## config.mk

```make
export PLATFORM = sky130hd
export DESIGN_NAME = count_capture_unit
export DESIGN_NICKNAME = d
export VERILOG_FILES = /design/src/rtl/count_capture_pkg.sv /design/src/rtl/count_capture_unit_fifo.sv /design/src/rtl/count_capture_unit.sv
export SDC_FILE = /design/constraint.sdc
export NUM_CORES = 1
export LEC_CHECK = 0
export BUFFER_PORTS_ARGS = -buffer_cell sky130_fd_sc_hd__buf_2
export CAP_MARGIN = 20
export CORE_MARGIN = 4
export CORE_UTILIZATION = 52
export DETAILED_ROUTE_END_ITERATION = 10
export PLACE_DENSITY = 0.7
export SLEW_MARGIN = 30
export SYNTH_ARGS = -nofsm -noshare
export SYNTH_HDL_FRONTEND = slang
export SYNTH_SLANG_ARGS = --single-unit
```

## constraint.sdc

```tcl
create_clock -name clk -period 8.8 [get_ports clk]
set_input_delay 0.44 -clock clk [delete_from_list [all_inputs] [get_ports clk]]
set_output_delay 0.44 -clock clk [all_outputs]
set_load 0.005 [all_outputs]
```

## src/rtl/count_capture_pkg.sv

```systemverilog
// Shared types and sizing for the count capture unit.
//   WIDTH   : width of sampled counter, stamp and delta
//   DEPTH   : capture FIFO entries (power of 2, >= 2)
//   DEPTH_W : FIFO pointer width
//   LEVEL_W : FIFO occupancy width (0..DEPTH)
package count_capture_pkg;

    localparam int unsigned WIDTH   = 32;
    localparam int unsigned DEPTH   = 4;
    localparam int unsigned DEPTH_W = $clog2(DEPTH);
    localparam int unsigned LEVEL_W = $clog2(DEPTH + 1);

    typedef enum logic [1:0] {
        IDLE  = 2'd0,
        ARMED = 2'd1,
        RUN   = 2'd2
    } cap_state_t;

    typedef struct packed {
        logic [WIDTH-1:0] stamp;
        logic [WIDTH-1:0] delta;
        logic             first;
    } cap_entry_t;

endpackage

```

## src/rtl/count_capture_unit_fifo.sv

```systemverilog
// Show-ahead synchronous FIFO of cap_entry_t with a registered head.
// The head register only reloads while the FIFO is non-empty, so the
// presented entry holds its last value once the FIFO drains or is flushed.
// Ports:
//   clk, rst_n   : clock, async active-low reset
//   flush        : synchronous empty (wins over push/pop)
//   push, push_data : write request; ignored when full unless popping
//   pop          : read request; ignored when empty
//   head, head_valid : current head entry and its valid flag
//   level, full  : occupancy and full flag
module cap_fifo
    import count_capture_pkg::*;
#(
    parameter int unsigned N_ENTRIES = DEPTH
) (
    input  logic                             clk,
    input  logic                             rst_n,
    input  logic                             flush,
    input  logic                             push,
    input  cap_entry_t                       push_data,
    input  logic                             pop,
    output cap_entry_t                       head,
    output logic                             head_valid,
    output logic [$clog2(N_ENTRIES+1)-1:0]   level,
    output logic                             full
);

    localparam int unsigned PTR_W = $clog2(N_ENTRIES);
    localparam int unsigned CNT_W = $clog2(N_ENTRIES + 1);

    cap_entry_t        mem [N_ENTRIES];
    logic [PTR_W-1:0]  rd_ptr_q;
    logic [PTR_W-1:0]  wr_ptr_q;
    logic              push_ok_c;
    logic              pop_ok_c;
    logic [PTR_W-1:0]  next_rd_c;
    logic [CNT_W-1:0]  next_level_c;
    cap_entry_t        next_head_c;

    // Accept a push when not full, or when full but a pop frees a slot.
    assign pop_ok_c     = pop & head_valid;
    assign push_ok_c    = push & (~full | pop_ok_c);
    assign next_rd_c    = rd_ptr_q + PTR_W'(pop_ok_c);
    assign next_level_c = level + CNT_W'(push_ok_c) - CNT_W'(pop_ok_c);

    // Next head bypasses the write data when the new entry lands at the read slot.
    always_comb begin
        next_head_c = mem[next_rd_c];
        if (push_ok_c && (wr_ptr_q == next_rd_c)) begin
            next_head_c = push_data;
        end
    end

    // Storage array, no reset needed.
    always_ff @(posedge clk) begin
        if (push_ok_c && !flush) begin
            mem[wr_ptr_q] <= push_data;
        end
    end

    // Pointers, occupancy and head register.
    always_ff @(posedge clk or negedge rst_n) begin
        if (!rst_n) begin
            rd_ptr_q   <= '0;
            wr_ptr_q   <= '0;
            level      <= '0;
            head_valid <= 1'b0;
            full       <= 1'b0;
            head       <= '0;
        end else if (flush) begin
            rd_ptr_q   <= '0;
            wr_ptr_q   <= '0;
            level      <= '0;
            head_valid <= 1'b0;
            full       <= 1'b0;
        end else begin
            rd_ptr_q   <= next_rd_c;
            wr_ptr_q   <= wr_ptr_q + PTR_W'(push_ok_c);
            level      <= next_level_c;
            head_valid <= (next_level_c != '0);
            full       <= (next_level_c == CNT_W'(N_ENTRIES));
            if (next_level_c != '0) begin
                head <= next_head_c;
            end
        end
    end

endmodule

```

## src/rtl/count_capture_unit.sv

```systemverilog
// Timestamp capture unit: samples count_in on rising edges of event_in,
// computes the modulo delta to the previous capture and queues
// {stamp, delta, first} for a valid/ready consumer.
// Optional macro CAPTURE_SYNC_EN: route event_in through a 2-flop
// synchronizer before edge detection (adds 2 cycles of latency).
// Ports:
//   clk, rst_n            : clock, async active-low reset
//   arm                   : level, 1 enables capture, 0 returns to IDLE
//   clear                 : sync pulse, flush FIFO, clear dropped, go IDLE
//   count_in, event_in    : sampled counter and capture trigger
//   out_valid/out_ready   : head handshake
//   out_stamp/out_delta/out_first : head entry fields
//   fifo_level, dropped, busy     : occupancy, sticky overflow, state != IDLE
module count_capture_unit
    import count_capture_pkg::*;
(
    input  logic               clk,
    input  logic               rst_n,
    input  logic               arm,
    input  logic               clear,
    input  logic [WIDTH-1:0]   count_in,
    input  logic               event_in,
    output logic               out_valid,
    input  logic               out_ready,
    output logic [WIDTH-1:0]   out_stamp,
    output logic [WIDTH-1:0]   out_delta,
    output logic               out_first,
    output logic [LEVEL_W-1:0] fifo_level,
    output logic               dropped,
    output logic               busy
);

    cap_state_t        state_q;
    cap_state_t        next_state_c;
    logic              event_s_c;
    logic              event_q;
    logic              edge_c;
    logic              capture_c;
    logic              first_c;
    logic              pop_c;
    logic              fifo_full;
    logic [WIDTH-1:0]  prev_stamp_q;
    cap_entry_t        push_entry_c;
    cap_entry_t        head;

`ifdef CAPTURE_SYNC_EN
    logic sync1_q;
    logic sync2_q;

    // Two-flop synchronizer for an asynchronous trigger.
    always_ff @(posedge clk or negedge rst_n) begin
        if (!rst_n) begin
            sync1_q <= 1'b0;
            sync2_q <= 1'b0;
        end else begin
            sync1_q <= event_in;
            sync2_q <= sync1_q;
        end
    end

    assign event_s_c = sync2_q;
`else
    assign event_s_c = event_in;
`endif

    // Rising-edge detect; history tracks the trigger in every state.
    assign edge_c = event_s_c & ~event_q;
    assign pop_c  = out_valid & out_ready;

    // State, history, previous stamp, sticky drop and busy registers.
    always_ff @(posedge clk or negedge rst_n) begin
        if (!rst_n) begin
            state_q      <= IDLE;
            event_q      <= 1'b0;
            prev_stamp_q <= '0;
            dropped      <= 1'b0;
            busy         <= 1'b0;
        end else begin
            state_q <= next_state_c;
            event_q <= event_s_c;
            busy    <= (next_state_c != IDLE);
            if (capture_c) begin
                prev_stamp_q <= count_in;
            end
            if (clear) begin
                dropped <= 1'b0;
            end else if (capture_c && fifo_full && !pop_c) begin
                dropped <= 1'b1;
            end
        end
    end

    // Next-state and capture decode; clear outranks arm, arm outranks edges.
    always_comb begin
        next_state_c = state_q;
        capture_c    = 1'b0;
        first_c      = 1'b0;
        if (clear || !arm) begin
            next_state_c = IDLE;
        end else begin
            case (state_q)
                IDLE: begin
                    next_state_c = ARMED;
                end
                ARMED: begin
                    if (edge_c) begin
                        capture_c    = 1'b1;
                        first_c      = 1'b1;
                        next_state_c = RUN;
                    end
                end
                RUN: begin
                    capture_c = edge_c;
                end
                default: begin
                    next_state_c = IDLE;
                end
            endcase
        end
    end

    // First capture after arming carries a zero delta.
    always_comb begin
        push_entry_c.stamp = count_in;
        push_entry_c.delta = first_c ? '0 : (count_in - prev_stamp_q);
        push_entry_c.first = first_c;
    end

    cap_fifo #(
        .N_ENTRIES (DEPTH)
    ) u_fifo (
        .clk        (clk),
        .rst_n      (rst_n),
        .flush      (clear),
        .push       (capture_c),
        .push_data  (push_entry_c),
        .pop        (pop_c),
        .head       (head),
        .head_valid (out_valid),
        .level      (fifo_level),
        .full       (fifo_full)
    );

    assign out_stamp = head.stamp;
    assign out_delta = head.delta;
    assign out_first = head.first;

endmodule
```

* Yosys cells after proc, flatten, opt, wreduce, memory -nomap -nowiden
Memory sizes are Yosys's and may differ from the RTL's. A register that Yosys moved wholly into a read port is not among the register bits.
Cells that the tools add are included.
** Storage, ports and cells
- RAM bits :: 260
- Register bits after elaboration :: 46
- Word-level logic and storage cells :: 58
- Input port bits :: 38
- Memories kept :: 1
** Cells by class
- Mux-type cells :: 18
- Add/subtract/negate cells :: 5
- Reductions and logical operators :: 13
- Eq/ne operators :: 3
- Bitwise logic cells :: 8
** Memory list
- u_fifo.mem :: depth 4, bits a word 65, rd ports 1, clocked after memory_dff 1, wr ports 1, line count_capture_unit_fifo.sv:31 : cap_entry_t mem [N_ENTRIES];
** Operator list (number)
- two-way mux 32 bit :: 1
- subtractor 32 bit :: 1
- two-way mux 1 bit :: 10
- two-way mux 2 bit :: 4
- one-hot mux 2 bit (3 select lines) :: 1
- adder 2 x 1 -> 2 bit :: 2
- bitwise AND 1 bit :: 4
- logical NOT 1 bit :: 4
- nonzero test 2 bit :: 2
- adder 3 x 1 -> 3 bit :: 1
- == test 3 bit (second input constant) :: 1
- logical AND 1 bit :: 3
- two-way mux 3 bit :: 1
- inverter 1 bit :: 3
- nonzero test 3 bit :: 1
- subtractor 3 x 1 -> 3 bit :: 1
- == test 2 x 1 -> 1 bit (second input constant) :: 1
- == test 2 bit (second input constant) :: 1
- logical NOT 2 bit :: 1
- one-hot mux 1 bit (2 select lines) :: 1
- AND reduction 2 bit :: 1
- logical OR 1 bit :: 1
- bitwise OR 1 bit :: 1

* Logic depth before layout (Yosys ltp)
Gate-level depths: netlist of the first run.
- Word-level depth :: 10
- Gate-level depth with buffers :: 14
- Depth with buffers taken out :: 12

* By module
Synthesis of the first run repeated with hierarchy kept, for this count alone.
** Unflattened totals
- Cells, all modules :: 1181
- Area total of the unflattened synthesis :: 16225.6 sq um
** By module, submodules not included
- cap_fifo :: sequential area each 9659.3 sq um, instances 1, cells each 738, area an instance 12791.0 sq um
- count_capture_unit :: sequential area each 925.9 sq um, instances 1, cells each 443, area an instance 3434.5 sq um

* Least setup slack after synthesis of the first run
Ideal clock, no wire load.
- Path type :: register -> register
- Start :: reg state_q[1]
- End :: mem u_fifo.mem[2][0] (netlist name), enable pin
- Stages on the path, launching flop included :: 6
- Setup time :: 0.581 ns
- Slack :: 2.286 ns
- Data arrival time :: 5.932 ns
- Clock period less this slack :: 6.514 ns
- Required time :: 8.219 ns
- Buffers on the path :: 0
- Cell sequence :: dfrtp_1 > inv_1 > ha_1 > nand3_1 > nand2b_1 > nor3b_1
** Between the ends
- Cells in the longest elaborated chain, start to end :: 7
- Elaborated cells between the ends (all ways) :: 8
- Those cells by class :: eq/ne: 2; mux: 4; bitwise: 1; reduce/logical: 1
** RTL lines
- from (decl) :: line count_capture_unit.sv:33 : cap_state_t state_q;
- from (signal assigned) :: line count_capture_unit.sv:79 : state_q <= next_state_c;
- == test 2 bit / == test 2 x 1 -> 1 bit (equally long branches) :: line count_capture_unit.sv:101 : case (state_q)
- one-hot mux 1 bit (2 select lines) (*) :: line count_capture_unit.sv:101
- two-way mux 1 bit (*) :: line count_capture_unit.sv:98 : if (clear || !arm) begin
- bitwise AND 1 bit (*) :: line count_capture_unit_fifo.sv:42 : assign push_ok_c = push & (~full | pop_ok_c);
- logical AND 1 bit (*) :: line count_capture_unit_fifo.sv:56 : if (push_ok_c && !flush) begin
- two-way mux 1 bit (*) :: line count_capture_unit_fifo.sv:56
- two-way mux 1 bit (not written as such) (*) :: line count_capture_unit_fifo.sv:57 : mem[wr_ptr_q] <= push_data;
- to (decl) :: line count_capture_unit_fifo.sv:31
Mark *: on every way between the ends. The rest lies on a longest branch, timed or not.

* Worst setup path after layout of the first run
- Start :: reg state_q[0]
- End :: reg, netlist name u_fifo.head[8]
** Between the ends
- Cells in the longest elaborated chain, start to end :: 8
- Elaborated cells between the ends (all ways) :: 9
- Those cells by class :: add/sub: 2; eq/ne: 2; mux: 2; bitwise: 1; reduce/logical: 2
** RTL lines
- == test 2 bit / == test 2 x 1 -> 1 bit (equally long branches) :: line count_capture_unit.sv:101
- one-hot mux 1 bit (2 select lines) (*) :: line count_capture_unit.sv:101
- two-way mux 1 bit (*) :: line count_capture_unit.sv:98
- bitwise AND 1 bit (*) :: line count_capture_unit_fifo.sv:42
- adder 3 x 1 -> 3 bit (*) :: line count_capture_unit_fifo.sv:44 : assign next_level_c = level + CNT_W'(push_ok_c) - CNT_W'(pop_ok_c);
- subtractor 3 x 1 -> 3 bit (*) :: line count_capture_unit_fifo.sv:44
- nonzero test 3 bit (*) :: line count_capture_unit_fifo.sv:82 : if (next_level_c != '0) begin
- AND reduction 2 bit (no source line) (*)
Marks and branches as above.
A chain may end at the register's enable or synchronous reset.

==> results of run 1 <==
[layer usage]
metal | vias up | share of wire
met1 | 4887 | 0.43
met4 | 0 | 0.022
li1 | 4440 | -
met5 | - | 0
met2 | 274 | 0.49
met3 | 48 | 0.053
[state kept, by name (all words and copies together) (netlist names)]
name               count
u_fifo.mem           260
event_q                1
busy                   1
state_q                2
u_fifo.rd_ptr_q        2
u_fifo.full            1
u_fifo.head_valid      1
prev_stamp_q          32
u_fifo.level           3
u_fifo.head           65
dropped                1
u_fifo.wr_ptr_q        2
[power by group through the flow]
stage | registers, mW | clock network, mW | logic (mW)
2_1_floorplan | 2.29 | 0 | 0.982
3_3_place_gp | 2.31 | 0 | 1.41
3_5_place_dp | 2.31 | 0 | 1.45
4_1_cts | 2.28 | 1.68 | 1.46
5_1_grt | 2.30 | 1.76 | 1.62
6_report | 2.28 | 1.65 | 1.44
[cell type report]
class / count / area, sq um / area share
antenna: 1 / 2.502 / 0.0001358
multi-input combinational: 659 / 5162 / 0.2802
tap: 396 / 495.5 / 0.02689
clock inverter: 22 / 225.2 / 0.01222
clock buffer: 48 / 1062 / 0.05766
inverter: 53 / 198.9 / 0.01080
timing repair buffer: 123 / 690.7 / 0.03749
sequential: 371 / 10590 / 0.5746
[how the worst max path moves through the flow]
| stage | cells past startpoint | from | to | slack, ns |
|---|---|---|---|---|
| after floorplan | 5 | state_q[1]$_DFF_PN0_ | u_fifo.mem[2][0]$_DFFE_PP_ | 2.29 |
| after global placement | 14 | clear | u_fifo.head[8]$_DFFE_PN0P_ | 3.90 |
| after detailed placement | 14 | clear | u_fifo.head[20]$_DFFE_PN0P_ | 3.75 |
| after CTS | 14 | state_q[0]$_DFF_PN0_ | u_fifo.head[8]$_DFFE_PN0P_ | 3.75 |
| after global routing | 14 | state_q[1]$_DFF_PN0_ | u_fifo.head[8]$_DFFE_PN0P_ | 3.77 |
| final | 14 | state_q[0]$_DFF_PN0_ | u_fifo.head[8]$_DFFE_PN0P_ | 4.17 |
[metrics by stage]
step / power (mW) / utilization
floorplan: 3.270 / -
global placement: 3.723 / 0.5593
detailed placement: 3.762 / 0.5595
CTS: 5.418 / 0.6021
global route: 5.675 / 0.6038
finish: 5.367 / 0.6038
[worst max-delay path, cell delays in order, from the launching register on]
cell and delay (ns):
dfrtp_1 0.41, inv_1 0.10, ha_1 0.32, nand3_4 0.40, nand2b_1 0.38, inv_1 0.18, ha_1 0.17, inv_1 0.05
fa_1 0.45, nor2b_1 0.18, a21oi_4 0.14, buf_4 0.50, buf_4 0.65, o311ai_0 0.31, o21a_1 0.18
[repair_timing]
item                                    CTS  global route
endpoints found under the setup margin    0             0
hold buffers                              1             0
hold endpoints to repair                 47             0
[cells by family (layout without fill, tap and decap cells)]
kind of cell	Yosys count	count (layout)	synth area share
flip-flops	371	371	0.6586
multiplexers	96	96	0.1127
AO/OA/AOI/OAI	172	172	0.06905
adder cells (fa/ha/maj)	41	41	0.03285
other	0	1	0
AND/OR/NAND/NOR	323	323	0.08665
buffers and inverters	108	246	0.02538
XOR/XNOR	27	27	0.01471
[cell usage in the layout (no fill, tap or decap), types with 6 or more instances in the layout]
cell type  count
a21boi_0       6
a21o_1         9
a21oi_1       39
a31oi_1       52
and3_1         8
buf_2        107
buf_4         11
clkbuf_1       6
clkbuf_16     41
clkinv_1      11
clkinv_2       6
dfrtp_1      111
edfxtp_1     260
ha_1          38
inv_1         52
mux2_2        30
mux4_2        65
nand2_1      141
nand3_1       11
nor2_1       101
nor2b_1       12
nor3_1        19
o21a_1        12
o21ai_0       20
xnor2_1       15
xor2_1        11
[synth_stat cells (4+ instances only)]
master | instances | share of area
a211oi_1 | 4 | 0.0019
a21boi_0 | 6 | 0.0028
a21o_1 | 9 | 0.0042
a21oi_1 | 40 | 0.012
a221o_1 | 4 | 0.0025
a31oi_1 | 52 | 0.020
and3_1 | 10 | 0.0039
buf_1 | 10 | 0.0023
clkbuf_1 | 43 | 0.010
dfrtp_1 | 111 | 0.17
edfxtp_1 | 260 | 0.49
ha_1 | 39 | 0.030
inv_1 | 53 | 0.012
mux2_2 | 30 | 0.021
mux4_2 | 65 | 0.091
nand2_1 | 141 | 0.033
nand2b_1 | 5 | 0.0019
nand3_1 | 13 | 0.0040
nand4_1 | 4 | 0.0016
nor2_1 | 102 | 0.024
nor2b_1 | 12 | 0.0047
nor3_1 | 20 | 0.0062
o21a_1 | 12 | 0.0056
o21ai_0 | 20 | 0.0062
o22a_1 | 4 | 0.0022
o311ai_0 | 5 | 0.0027
or3_1 | 5 | 0.0019
xnor2_1 | 15 | 0.0082
xor2_1 | 12 | 0.0065
==> flow_metrics.tcl, run 1 <==
set metrics [dict create \
    run_status "complete, no violations" \
    r2r_slack_ns 4.17 \
    ys_ff_latch 371 \
    tns_ns 0 \
    coreArea_sq_mm 0.03051 \
    placed_cells 1599 \
    clock_sinks 371 \
    use_met2 0.3518 \
    fin_crit_sh 0.5265 \
    port_buffers 108 \
    rr_startpoint "state_q[0]$_DFF_PN0_" \
    post-place-ws_ns 3.753 \
    max_freq_mhz 215.9 \
    slew_viol_final 0 \
    htree_num_levels 2 \
    tightestPinTransition_ns 0.9473 \
    leakage_nw 6.880 \
    p_int_mw 3.785 \
    use_met3 0.03245 \
    cts_tree "done" \
    busiest_layer "met2" \
    fillers 2297 \
    drtAntennaViolNets 0 \
    place.gp.congestion 0.8726 \
    avgSynthCellArea_sq_um 14.12 \
    die-area_sq_mm 0.03378 \
    power_density_mw_per_mm2 291.3 \
    drt_iter0_markers 781 \
    clk_pin_slew_ns 0.06 \
    routedWlPerCell_microns 20.79 \
    yosysUniqueCellTypes 52 \
    power.share.sequential 0.424 \
    slew_headroom 0.3636 \
    via_per_inst 5.767 \
    die_h_microns 183.8 \
    start_util 0.5268 \
    grt_use_met1 0.2851 \
    fin_crit_ns 4.633 \
    postCtsSetupBuffers 0 \
    post-dp-hpwl_microns 21450 \
    ys_warn_count 0 \
    final-setup-viol-count 0 \
    dr.pass1.iters 5 \
    hold_ws_ns 0.03869 \
    p_switching_mw 1.581 \
    p_sw_frac 0.2947 \
    synthesis.instances 1138 \
    reg2reg_depth 14 \
    final_cells 1673 \
    final_area_sq_mm 0.01842 \
    fin_ws_ns 4.167 \
    min_from "event_in" \
    hold_viol_final 0 \
    nNetsFinal 1326 \
    crit_required_ns 9.21 \
    min_path_cells 1 \
    holdPathEnd "event_q$_DFF_PN0_" \
    cp.arrival_ns 5.05 \
    cts_buffer_depth 3 \
    num_rows 64 \
    hold_path_class "input port to flip-flop" \
    r2r-end "u_fifo.head[8]$_DFFE_PN0P_" \
    antenna_found_initial 1 \
    dpl_cell_area_sq_mm 0.01707 \
    rsz0062_at_grt "false" \
    synthFlopType "edfxtp_1" \
    drc 0 \
    synthesis.nets 1217 \
    vias 9649 \
    die_x_microns 183.8 \
    syn-cell-area_sq_mm 0.01607 \
    worstPathMaxFanout 72 \
    clock_skew_ns 0.01423 \
    syn2layout_area_growth_pct 14.63 \
    setup.worst_path.start_class "flip-flop" \
    drive_gt1_frac 0.2265 \
    grt_pass1_vias 9928 \
    grt_overflow_total 0 \
    ys_seq_area_frac 0.6586 \
    postCtsResizedCells 0 \
    async_flop_share 0.2992 \
    root_buffer "clkbuf_16" \
    cts_inserted_buffers 39 \
    routed_wl_microns 34770 \
    p_clk_frac 0.307 \
    synth_edf_count 260 \
    grt_max_degree 78 \
    clk_latency_ns 0.52 \
    endpoint_kind "flip-flop" \
    io_pins 109 \
    cap_violations 0 \
    ir_worst_vdd_v 0.0001257 \
    worstSetupPathType "flip-flop to flip-flop" \
    combPwrFrac 0.269 \
    grt_usage 0.2076 \
    grt_first_pass_wirelength_microns 54930 \
]
Note: power is estimated with default switching activity, not from simulation.
==> run 2, diff against run 1 <==
- clock period: 8.8 -> 4.27 ns (I/O delays scaled with it)
==> run 2 against run 1 <==
Core utilization grew 0.94 points. Sequential power rose by 100%. Clock-buffer cell count rose by 12. Total power rose by 100%. Design area grew 1.6%. Clock power grew 97%. Critical endpoint is now u_fifo.head[45]$_DFFE_PN0P_. Largest power group unchanged.
==> flow_metrics.tcl, run 2 (same netlist as run 1, synthesis figures left out) <==
set metrics [dict create \
    run_status "complete, no violations" \
    crit_required_ns 4.69 \
    grt_first_pass_wirelength_microns 55260 \
    p_clk_frac 0.296 \
    syn2layout_area_growth_pct 16.41 \
    combPwrFrac 0.278 \
    path_cells "inv_1 > ha_1 > nand3_1 > nand2b_1 > inv_1 > ha_1 > inv_1 > fa_1 > nor2b_1 > a21oi_4 > buf_4 > nor2_1 > a31oi_1" \
    largest_reg_flops 260 \
    cts_inserted_buffers 38 \
    clk_pin_slew_ns 0.06 \
    via_per_inst 5.767 \
    min_path_cells 1 \
    dr.pass1.iters 5 \
    r2r-end "u_fifo.head[45]$_DFFE_PN0P_" \
    p_switching_mw 3.256 \
    power.share.sequential 0.426 \
    endpoint_kind "flip-flop" \
    final_area_sq_mm 0.01871 \
    worstPathMaxFanout 47 \
    postCtsSetupBuffers 0 \
    setup.worst_path.start_class "flip-flop" \
    start_util 0.5268 \
    cap_violations 0 \
    cts_buffer_depth 3 \
    coreArea_sq_mm 0.03051 \
    grt_pass1_vias 9872 \
    antenna_cells 0 \
    use_met2 0.3549 \
    post-dp-hpwl_microns 22260 \
    die-area_sq_mm 0.03378 \
    cts_hold_buffers 29 \
    cp_common_cell "inv_1" \
    p_sw_frac 0.2969 \
    grt_usage 0.2094 \
    rsz0062_at_grt "false" \
    use_met3 0.02988 \
    routed_wl_microns 35180 \
    dpl_cell_area_sq_mm 0.01718 \
    min_from "count_in[14]" \
    drc 0 \
    largest_register "u_fifo.mem" \
    critPathSlowestCell "buf_4" \
    r2r_slack_ns 0.75 \
    max_freq_mhz 283.9 \
    reg_top3 "u_fifo.mem: 260 flops, u_fifo.head: 65 flops, prev_stamp_q: 32 flops" \
    holdPathEnd "u_fifo.mem[3][47]$_DFFE_PP_" \
    rr_startpoint "state_q[1]$_DFF_PN0_" \
    tightestPinTransition_ns 0.9343 \
    drtAntennaViolNets 0 \
    place.gp.congestion 0.8937 \
    antenna_found_initial 1 \
    grt_use_met1 0.2912 \
    io_pins 109 \
    port_buffers 108 \
    drive_gt1_frac 0.2243 \
    hold_path_class "input port to flip-flop" \
    critPathMaxStageDelay_ns 0.48 \
    die_x_microns 183.8 \
    final_common_cell "edfxtp_1" \
    fin_crit_sh 0.8250 \
    drt_iter0_markers 711 \
    fin_ws_ns 0.7473 \
    final-setup-viol-count 0 \
    vias 9844 \
    nNetsFinal 1360 \
    ir_worst_vdd_v 0.0003327 \
    postCtsResizedCells 0 \
    routedWlPerCell_microns 20.61 \
    clock_skew_ns 0.01264 \
    num_rows 64 \
    clk_latency_ns 0.52 \
    p_int_mw 7.710 \
    die_h_microns 183.8 \
    cts_tree "done" \
    power_density_mw_per_mm2 586.1 \
    clock_sinks 371 \
    tns_ns 0 \
    cp.arrival_ns 3.95 \
    fin_crit_ns 3.523 \
    busiest_layer "met2" \
    slew_headroom 0.3734 \
    hold_viol_final 0 \
    grt_overflow_total 0 \
    htree_num_levels 2 \
    crit_family "adder cells" \
    layout_common_cells "edfxtp_1, nand2_1, dfrtp_1, buf_2, nor2_1" \
    reg2reg_depth 13 \
    post-place-ws_ns 0.7542 \
    grt_max_degree 67 \
    root_buffer "clkbuf_16" \
    worstSetupPathType "flip-flop to flip-flop" \
    leakage_nw 7.011 \
    critPathBufInv 4 \
    slew_viol_final 0 \
]
run 2: cell types whose count changed in the layout (fill, tap and decap cells not counted), moves of 3 or more:
cell / delta
buf_4: +7
clkbuf_8: +6
clkinv_2: -3
bufinv_16: -4
clkbuf_1: +6
clkinv_1: -6
dlygate4sd3_1: +28
run 2: layer usage:
layer	up-vias	part of all wire
met5	-	0.00037
met4	2	0.019
met3	50	0.050
met2	285	0.50
met1	4993	0.43
li1	4514	-
run 2: worst max path at each step:
stage	startpoint	endpoint	depth (start not counted)
final	state_q[1]$_DFF_PN0_	u_fifo.head[45]$_DFFE_PN0P_	13
after global routing	state_q[0]$_DFF_PN0_	u_fifo.head[40]$_DFFE_PN0P_	13
after CTS	state_q[0]$_DFF_PN0_	u_fifo.head[40]$_DFFE_PN0P_	13
after detailed placement	state_q[0]$_DFF_PN0_	u_fifo.head[41]$_DFFE_PN0P_	13
after global placement	state_q[0]$_DFF_PN0_	u_fifo.head[39]$_DFFE_PN0P_	13
after floorplan	state_q[1]$_DFF_PN0_	u_fifo.mem[2][0]$_DFFE_PP_	5
run 2: worst reg2reg max path, cell delays in order, from the launching register on:
cell and delay, ns:
dfrtp_1 0.41, inv_1 0.09, ha_1 0.29, nand3_1 0.08, nand2b_1 0.26, inv_1 0.21, ha_1 0.17, inv_1 0.05
fa_1 0.46, nor2b_1 0.18, a21oi_4 0.45, buf_4 0.49, nor2_1 0.12, a31oi_1 0.19
run 2: power by group through the flow:
| stage | Sequential [mW] | Combinational [mW] | Clock, mW |
|---|---|---|---|
| after global placement | 4.73 | 2.95 | 0 |
| after floorplan | 4.71 | 2.02 | 0 |
| after detailed placement | 4.74 | 3.04 | 0 |
| after CTS | 4.67 | 3.07 | 3.31 |
| after global routing | 4.72 | 3.39 | 3.47 |
| final | 4.67 | 3.05 | 3.25 |
run 2: metrics by stage:
stage,instances,hold WS (ns),utilization,power [mW]
floorplan,1138,-0.08209,-,6.738
global placement,1608,0.2238,0.5630,7.688
detailed placement,1608,0.2272,0.5631,7.774
CTS,1707,0.003865,0.6132,11.05
global route,1707,0.006276,0.6132,11.58
finish,1707,0.01951,0.6132,10.97
run 2: area by class of cell:
type | count | area [sq um]
clock buffers | 60 | 1167
well taps | 396 | 495.5
repair buffers | 158 | 1032
inverters | 53 | 198.9
fillers | 2247 | 11800
flip-flops and latches | 371 | 10590
multi-input cells | 659 | 5159
clock inverters | 10 | 71.32
==> run 3, diff against run 2 <==
- ABC_AREA: unset -> 1
- PLACE_DENSITY: 0.7 -> 0.73
- clock period: 4.27 -> 2.95 ns (I/O delays scaled with it)
==> run 3 against run 2 <==
Die area grew 7.8%. Fmax grew 25%. First-iteration DRC count grew 34%. Combinational power grew 100%. Synthesized cell count grew 67%. Sequential share of layout area shrank 4.3 points. Non-clock buffer count grew 26.
==> flow_metrics.tcl, run 3 <==
set metrics [dict create \
    fin_ws_ns 0.1261 \
    clock_skew_ns 0.01675 \
    crit_required_ns 3.40 \
    multi_input_area_sq_mm 0.005797 \
    final_cells 2516 \
    die_x_microns 190.8 \
    placed_cells 2400 \
    syn2layout_area_growth_pct 16.52 \
    worstSetupPathType "flip-flop to flip-flop" \
    synthesis.instances 1900 \
    ys_warn_count 0 \
    via_per_inst 5.188 \
    reg_top3 "u_fifo.mem: 260 flops, u_fifo.head: 65 flops, prev_stamp_q: 32 flops" \
    fin_crit_ns 2.824 \
    routed_wl_microns 41550 \
    synth_area_leaders "edfxtp_1, dfrtp_1, nand2_1, nor2_1, o21ai_0" \
    avgSynthCellArea_sq_um 9.147 \
    critPathBufInv 5 \
    cap_violations 0 \
    async_flop_share 0.2992 \
    place.gp.congestion 0.9084 \
    largest_reg_flops 260 \
    yosysUniqueCellTypes 37 \
    rr_startpoint "state_q[1]$_DFF_PN0_" \
    endpoint_kind "flip-flop" \
    syn-cell-area_sq_mm 0.01738 \
    regArea_sq_mm 0.01059 \
    synth.mux.area_fraction 0.0005760 \
    clk_latency_ns 0.53 \
    power_density_mw_per_mm2 867.8 \
    crit_family "adder cells" \
    dr.pass1.iters 5 \
    drive_gt1_frac 0.1075 \
    cts_tree "done" \
    run_status "complete, no violations" \
    grt_max_degree 132 \
    layout_common_cells "nand2_1, edfxtp_1, nor2_1, inv_1, o21ai_0" \
    grt_pass1_vias 12780 \
    io_pins 109 \
    start_util 0.5301 \
    largest_register "u_fifo.mem" \
    cts_buffer_depth 3 \
    slew_viol_final 0 \
    path_cells "inv_1 > ha_1 > nand3_4 > nor2_4 > ha_1 > inv_1 > fa_1 > nand2_1 > o21ai_4 > buf_12 > buf_4 > clkbuf_16 > nand2_1 > o21ai_1" \
    setup.worst_path.start_class "flip-flop" \
    yosysTopAreaCell "edfxtp_1" \
    slew_headroom 0.5133 \
    tightestPinTransition_ns 0.7300 \
    final_common_cell "nand2_1" \
    max_freq_mhz 354.1 \
    worstPathMaxFanout 17 \
    drt_iter0_markers 956 \
    post-place-ws_ns 0.05973 \
    ys_seq_area_frac 0.6091 \
    clock_sinks 371 \
    synth-xor-area-share 0.004896 \
    vias 13050 \
    hold_path_class "input port to async pin" \
    ir_worst_vdd_v 0.0004855 \
    synth_edf_count 260 \
    die_h_microns 190.8 \
    fillers 2753 \
    die-area_sq_mm 0.03641 \
    antenna_cells 0 \
    synth_common_cells "nand2_1, edfxtp_1, nor2_1, inv_1, o21ai_0" \
    cp.arrival_ns 3.27 \
    drc 0 \
    clk_pin_slew_ns 0.06 \
    cts_inserted_buffers 38 \
    routedWlPerCell_microns 16.52 \
    synthAdderAreaFrac 0.03038 \
    final-setup-viol-count 0 \
    startpoint "state_q[1]$_DFF_PN0_" \
    synthesis.nets 1979 \
    dpl_cell_area_sq_mm 0.01851 \
    ys_ff_latch 371 \
    grt_usage 0.2268 \
    critPathSlowestCell "fa_1" \
    post-dp-hpwl_microns 26430 \
    synth_compound_area_frac 0.08992 \
    synth_top_family_by_area "simple AND/OR/NAND/NOR gates" \
    htree_num_levels 2 \
    tns_ns 0 \
    final_area_sq_mm 0.02025 \
    hold_ws_ns 0.1259 \
    synth_top_area_frac 0.4492 \
    critPathMaxStageDelay_ns 0.50 \
    finish.utilization 0.6177 \
    root_buffer "clkbuf_16" \
    synth-simple-area-share 0.2034 \
    num_rows 66 \
    fin_crit_sh 0.9572 \
    nNetsFinal 2125 \
    leakage_nw 9.060 \
    synthFlopType "edfxtp_1" \
    yosysMostFrequentCell "nand2_1" \
    grt_overflow_total 0 \
    drtAntennaViolNets 0 \
    antenna_found_initial 0 \
    coreArea_sq_mm 0.03278 \
    port_buffers 108 \
    grt_first_pass_wirelength_microns 66190 \
    hold_viol_final 0 \
    power_mw 17.57 \
]
run 3: cell types whose count changed after synthesis, sizes merged, moves of 12 or more:
| cell | change |
|---|---|
| mux4 | -65 |
| nand2 | +459 |
| buf | +19 |
| mux2 | -30 |
| a21oi | +63 |
| nand3 | +34 |
| nor2b | -13 |
| inv | +137 |
| o21a | -12 |
| nor2 | +127 |
| o21ai | +173 |
| a31oi | -52 |
run 3: final timing paths:
check	endpoint	slack (ns)	cells past startpoint
min in group clk	event_q$_DFF_PN0_	0.28	2
setup reg to reg	u_fifo.head[35]$_DFFE_PN0P_	0.13	14
setup / recovery	u_fifo.head[35]$_DFFE_PN0P_	0.13	14
hold reg to reg	u_fifo.head[32]$_DFFE_PN0P_	0.47	2
max in group asynchronous	prev_stamp_q[3]$_DFFE_PN0N_	2.01	3
hold / removal	u_fifo.head[58]$_DFFE_PN0P_	0.13	2
run 3: cell type report:
class,instances,share of cell area
Sequential cell,371,0.5227
Multi-Input combinational cell,1259,0.2863
Timing Repair Buffer,184,0.06864
Clock buffer,48,0.04980
Inverter,192,0.03584
Tap cell,442,0.02731
Clock inverter,20,0.009453
run 3: timing repair:
action                                 CTS  global route
buffers inserted                         0             7
cloned                                   0             4
pin swaps                                1             2
setup endpoints to repair                1            38
endpoints found under the hold margin  222             0
hold buffers                            37             0
resized for setup                        0             4
run 3: worst reg2reg max path: cells and delay by family (launching register included):
kind                     cells  cell delay [ns]
adder cells (fa/ha/maj)      3             0.98
buffers and inverters        5             0.67
AND/OR/NAND/NOR              4             0.41
flip-flops                   1             0.39
AO/OA/AOI/OAI                2             0.27
run 3: metal layers:
layer  track usage  wire, microns  share of wire  up-vias
li1              -              -              -     6466
met1        0.3085          18320           0.44     6171
met5             0              0              0        -
met2        0.3883          19910           0.48      363
met3       0.03039           2336          0.056       53
met4       0.05939            996          0.024        0
run 3: logic make-up after synthesis:
| family | after synthesis |
|---|---|
| buf+inv | 270 |
| fa+ha+maj | 41 |
| simple gates | 902 |
| compound gates | 307 |
| xor+xnor | 8 |
| flops | 371 |
| mux | 1 |
run 3: where the power goes:
part | leakage [nW] | switching (mW) | internal (mW) | total [mW]
sequential | 3.67 | 0.346 | 6.45 | 6.80
clock | 0.586 | 1.93 | 2.70 | 4.63
combinational | 4.80 | 3.96 | 2.18 | 6.14
total | 9.06 | 6.24 | 11.3 | 17.6
